**src/rtl/mult_accum_if.sv**
```systemverilog
// Product stream in, accumulated result out: valid/ready on both sides.
// The accumulator is the slave of the product stream and the master of the result stream.
interface mult_accum_if #(
  parameter int N     = 4,
  parameter int ACC_W = 11
);
  logic             in_valid;
  logic             in_ready;
  logic [2*N-1:0]   prod;
  logic             out_valid;
  logic             out_ready;
  logic [ACC_W-1:0] acc_out;
  logic             ovf;

  modport master (
    output in_valid, prod, out_ready,
    input  in_ready, out_valid, acc_out, ovf
  );

  modport slave (
    input  in_valid, prod, out_ready,
    output in_ready, out_valid, acc_out, ovf
  );
endinterface

```
**src/rtl/mult_accum.sv**
```systemverilog
// Sums LEN consecutive unsigned products into one result presented on a
// registered valid/ready port; accumulation of the next result overlaps a stalled output.
module mult_accum #(
  parameter int N     = 4,
  parameter int LEN   = 8,
  parameter int ACC_W = 11
) (
  input logic        clk,
  input logic        rst_n,
  input logic        clr,
  mult_accum_if.slave bus
);
  localparam int            CW   = (LEN > 1) ? $clog2(LEN) : 1;
  localparam logic [CW-1:0] LAST = CW'(LEN - 1);

  logic [ACC_W-1:0] acc;
  logic [CW-1:0]    cnt;
  logic             ovf_acc;
  logic [ACC_W-1:0] acc_out_q;
  logic             ovf_q;
  logic             out_valid_q;
  logic [ACC_W:0]   sum;
  logic             carry;
  logic             final_cnt;
  logic             out_take;
  logic             in_ready_c;
  logic             beat;

  // Extra top bit of the sum captures the wrap out of the accumulator width.
  always_comb begin
    sum   = {1'b0, acc} + {{(ACC_W + 1 - 2*N){1'b0}}, bus.prod};
    carry = sum[ACC_W];
  end

  assign final_cnt  = (cnt == LAST);
  assign out_take   = out_valid_q && bus.out_ready;
  // Only the final beat needs a free output register; a consumption on the
  // same edge frees it, so out_ready is allowed to release the stall directly.
  assign in_ready_c = !clr && !(final_cnt && out_valid_q && !bus.out_ready);
  assign beat       = bus.in_valid && in_ready_c;

  always_ff @(posedge clk or negedge rst_n) begin
    if (!rst_n) begin
      acc         <= '0;
      cnt         <= '0;
      ovf_acc     <= 1'b0;
      acc_out_q   <= '0;
      ovf_q       <= 1'b0;
      out_valid_q <= 1'b0;
    end else begin
      if (out_take)
        out_valid_q <= 1'b0;

      if (clr) begin
        acc     <= '0;
        cnt     <= '0;
        ovf_acc <= 1'b0;
      end else if (beat) begin
        if (final_cnt) begin
          acc_out_q   <= sum[ACC_W-1:0];
          ovf_q       <= ovf_acc | carry;
          out_valid_q <= 1'b1;
          acc         <= '0;
          cnt         <= '0;
          ovf_acc     <= 1'b0;
        end else begin
          acc     <= sum[ACC_W-1:0];
          cnt     <= cnt + 1'b1;
          ovf_acc <= ovf_acc | carry;
        end
      end
    end
  end

  assign bus.in_ready  = in_ready_c;
  assign bus.out_valid = out_valid_q;
  assign bus.acc_out   = acc_out_q;
  assign bus.ovf       = ovf_q;
endmodule
```
**src/flat_wrapper.sv**
```systemverilog
// flat-port wrapper written by rule: the top's interface ports become plain ports
module mult_accum_flat 
#(
  parameter int N     = 4,
  parameter int LEN   = 8,
  parameter int ACC_W = 11
)
  (clk, rst_n, clr, bus_in_valid, bus_prod, bus_out_ready, bus_in_ready, bus_out_valid, bus_acc_out, bus_ovf);
  mult_accum_if #(.N(N), .ACC_W(ACC_W)) bus_i ();
  input logic clk;
  input logic rst_n;
  input logic clr;
  input wire logic [$bits(bus_i.in_valid)-1:0] bus_in_valid;
  input wire logic [$bits(bus_i.prod)-1:0] bus_prod;
  input wire logic [$bits(bus_i.out_ready)-1:0] bus_out_ready;
  output wire logic [$bits(bus_i.in_ready)-1:0] bus_in_ready;
  output wire logic [$bits(bus_i.out_valid)-1:0] bus_out_valid;
  output wire logic [$bits(bus_i.acc_out)-1:0] bus_acc_out;
  output wire logic [$bits(bus_i.ovf)-1:0] bus_ovf;
  assign bus_i.in_valid = bus_in_valid;
  assign bus_i.prod = bus_prod;
  assign bus_i.out_ready = bus_out_ready;
  assign bus_in_ready = bus_i.in_ready;
  assign bus_out_valid = bus_i.out_valid;
  assign bus_acc_out = bus_i.acc_out;
  assign bus_ovf = bus_i.ovf;
  mult_accum #(.N(N), .LEN(LEN), .ACC_W(ACC_W)) u_core (.clk(clk), .rst_n(rst_n), .clr(clr), .bus(bus_i));
endmodule
```
**config.mk**
```make
export PLATFORM = sky130hd
export DESIGN_NAME = mult_accum_flat
export DESIGN_NICKNAME = d
export VERILOG_FILES = /design/src/rtl/mult_accum_if.sv /design/src/rtl/mult_accum.sv /design/src/flat_wrapper.sv
export SDC_FILE = /design/constraint.sdc
export NUM_CORES = 1
export LEC_CHECK = 0
export CAP_MARGIN = 40
export CORE_UTILIZATION = 51
export CTS_CLUSTER_SIZE = 10
export DETAILED_ROUTE_END_ITERATION = 12
export GPL_ROUTABILITY_DRIVEN = 1
export PLACE_DENSITY = 0.77
export SETUP_SLACK_MARGIN = 0.3
export SLEW_MARGIN = 20
export SYNTH_ARGS = -nofsm -noshare
export SYNTH_HDL_FRONTEND = slang
export SYNTH_SLANG_ARGS = --single-unit
```
**constraint.sdc**
```tcl
create_clock -name clk -period 2.3 [get_ports clk]
set_input_delay 0.69 -clock clk [delete_from_list [all_inputs] [get_ports clk]]
set_output_delay 0.69 -clock clk [all_outputs]
set_load 0.03 [all_outputs]
```
==> flow_metrics.py <==
metrics = {
    "clock_network": {
        "cts_tree": "yes",
        "cts_buffers": 3,
        "cts_sinks": 28,
        "clk_pin_slew_worst_paths_ps": 160,
        "ctsLongestPathBuffers": 2,
        "clock_tree.root_cell": "clkbuf_4",
        "cts_max_level": 1,
        "clk_latency_ps": 340,
        "hold_buffers": 0,
    },
    "worst_setup_path": {
        "cpMaxStageDelayCell": "dfrtp_1",
        "crit_path_max_incr_delay_ps": 420,
        "reg2reg_slack_ps": 310,
        "cp-end-kind": "primary output",
        "rr_worst_depth": 8,
        "reg2reg_to": "u_core.acc[8]",
        "cp.arrival_ps": 1400,
        "r2r-start": "u_core.acc[0]",
        "startpoint_type": "flop",
        "worstPathMaxFanout": 2,
        "required_ps": 1610,
        "cp_cell_sequence": "ha_2, ha_4, a21oi_2, buf_6",
        "critPathKind": "reg2out",
        "cp-endpoint": "bus_in_ready",
        "cp-startpoint": "u_core.cnt[0]",
    },
    "pwr": {
        "ir_worst_vdd_mv": 0.3766,
        "powerDensity_nw_per_um2": 601.5,
        "power.leakage_nw": 1.092,
    },
    "floorplanning": {
        "die_w_um": 57.71,
        "die_h_um": 57.71,
        "coreArea_sq_um": 2853,
        "num_rows": 19,
        "io_pins": 27,
        "start_util_pct": 55.48,
        "die_area_sq_um": 3330,
    },
    "drt": {
        "dr.pass1.iters": 8,
        "vias": 1475,
        "ant_nets": 0,
        "wl_mm": 4.127,
        "drt-initial-drc-count": 50,
        "drc_errors": 1,
        "wl_per_cell_um": 17.41,
        "via_per_inst": 6.224,
    },
    "sta": {
        "fin_skew_ps": 11.54,
        "worst_pin_slew_ps": 478.9,
        "max_freq_mhz": 478.2,
        "finalHoldViolations": 0,
        "setup_tns_ps": 0,
        "holdWs_ps": 493.3,
        "final_max_slew_viol_count": 0,
        "setup_ws_ps": 208.7,
        "rsz0062_at_grt": "yes",
        "maxSlewHeadroom_pct": 67.96,
        "fin_crit_ps": 2091,
        "fin_crit_sh_pct": 90.93,
        "finalSetupViolations": 0,
    },
    "placed_design": {
        "io_buffers": 26,
        "dp_slack_ps": -368.1,
        "routabilityCongestion": 0.8983,
        "dp.cells": 226,
        "hpwlAfterDp_mm": 2.736,
    },
    "global_route": {
        "gr-total-overflow": 0,
        "grt_pass1_vias": 1513,
        "grt_util_met3_pct": 2.455,
        "busiest_layer": "met2",
        "grt_use_met1_pct": 33.48,
        "grt_max_degree": 29,
        "grt_antenna_before_repair": 0,
        "grt_pass1_wl_mm": 6.913,
        "grtUsageMet2_pct": 48.67,
        "grtUsageTotal_pct": 27.18,
    },
    "final_layout": {
        "final_common_cell": "dfrtp_1",
        "final_cell_mix": "dfrtp_1 (28), buf_4 (26), nand2_1 (21), dlygate4sd2_1 (21), o21ai_0 (10)",
        "drive_above_1_share_pct": 27.67,
        "antenna_cells": 0,
        "finalNonFillerCells": 237,
        "area_growth_pct": 40.47,
        "final_nets": 231,
        "post-route-util_pct": 77.94,
    },
    "synthesis": {
        "syn_inst": 155,
        "synth-edff-count": 0,
        "yosys_most_used_dff": "dfrtp_1",
        "ys_warn_count": 0,
        "ys_seq_elements": 28,
        "syn-num-nets": 179,
        "async_flop_share_pct": 100.0,
        "synth.distinct_cells": 40,
        "avgSynthCellArea_sq_um": 10.21,
        "syn_area_sq_um": 1583,
        "ys_seq_area_share_pct": 44.27,
    },
    "hold_path": {
        "worstHoldPathType": "reg2reg",
    },
    "run_status": {
        "violations": "DRC",
        "status": "finished, violations left",
    },
    "job": {
        "maxCapViolCount": 0,
    },
}
## worst max-delay path: cells and delay by family, from the launching register on
kind            cells  cell delay (ps)
buf+inv             1              140
compound gates      1              130
flops               1              420
fa+ha+maj           2              370
## sequential cells by signal, summed over array words and instances, names as in the netlist
register              cells
u_core.cnt                3
u_core.acc               11
u_core.bus.acc_out       11
u_core.bus.ovf            1
u_core.ovf_acc            1
u_core.bus.out_valid      1
## where the power goes
| part | internal [mW] | total [mW] | switching (mW) |
|---|---|---|---|
| combinational | 0.223 | 0.433 | 0.210 |
| sequential | 0.526 | 0.571 | 0.0447 |
| clock | 0.176 | 0.333 | 0.157 |
## worst min-delay path by stage
stage,from,to,slack [ps],cells after the start
global placement,u_core.bus.acc_out[0],u_core.bus.acc_out[0],460,2
global route,u_core.bus.acc_out[0],u_core.bus.acc_out[0],530,2
finish,u_core.bus.acc_out[1],u_core.bus.acc_out[1],490,2
detailed placement,u_core.bus.acc_out[1],u_core.bus.acc_out[1],470,2
CTS,u_core.bus.acc_out[1],u_core.bus.acc_out[1],500,2
floorplan,rst_n,u_core.acc[0],390,0
## logic make-up (layout without fill, tap and decap cells)
| family | count (synthesis) | after routing | synth area share, % |
|---|---|---|---|
| xor+xnor | 5 | 5 | 2.767 |
| fa+ha+maj | 11 | 11 | 9.170 |
| simple gates | 48 | 48 | 15.89 |
| flops | 28 | 28 | 44.27 |
| mux | 4 | 4 | 2.846 |
| buf+inv | 6 | 57 | 2.134 |
| compound gates | 53 | 53 | 22.93 |
## area by class of cell
class                      instances  area, sq um
clock buffer                       3        22.52
clock inverter                     1        30.03
timing repair buffer              52        427.9
tap                               31        38.79
inverter                           1        3.754
multi-input combinational        121        999.7
sequential                        28        700.7
fill                             197        629.4
## per-stage QoR
stage                     area, sq um  power, mW
after floorplan                  1607     0.7781
after global placement           2016     0.9050
after detailed placement         2016     0.9189
after CTS                        2191      1.309
after global routing             2223      1.399
final                            2223      1.337
## cell usage after synthesis, types with 2 or more instances
cell        n  area (sq um)
nand2_1    21         78.83
a21o_1      4         30.03
nor3_1      3         15.01
nand3b_1    2         15.01
mux2_2      4         45.04
nor2b_1     3         18.77
ha_1       10         125.1
dfrtp_1    28         700.7
and2_1      2         12.51
a31oi_1     3         18.77
o21ai_0    11         55.05
o211ai_1    6         45.04
xor2_1      3         26.28
a21oi_1    11         55.05
xnor2_1     2         17.52
a211oi_1    2         15.01
nand2b_1    3         18.77
buf_2       3         15.01
or2b_1      2         15.01
nor2_1      2         7.510
a2bb2oi_1   2         17.52
or4_1       2         15.01
nand3_1     3         15.01
a22o_1      7         61.31
## routing by layer
metal  up-vias  share of wire [%]
li1        685                  -
met1       718                 41
met2        58                 52
met3        14                4.9
met4         0                2.7
met5         -                  0
## repair_timing
action                                  CTS  global route
resized for setup                        37             4
hold endpoints to repair                  0             0
pin swaps                                14            10
setup buffers                             5             2
gates cloned                              0             0
endpoints found under the setup margin   30            12
No activity file was read; power rests on OpenSTA's default activity.
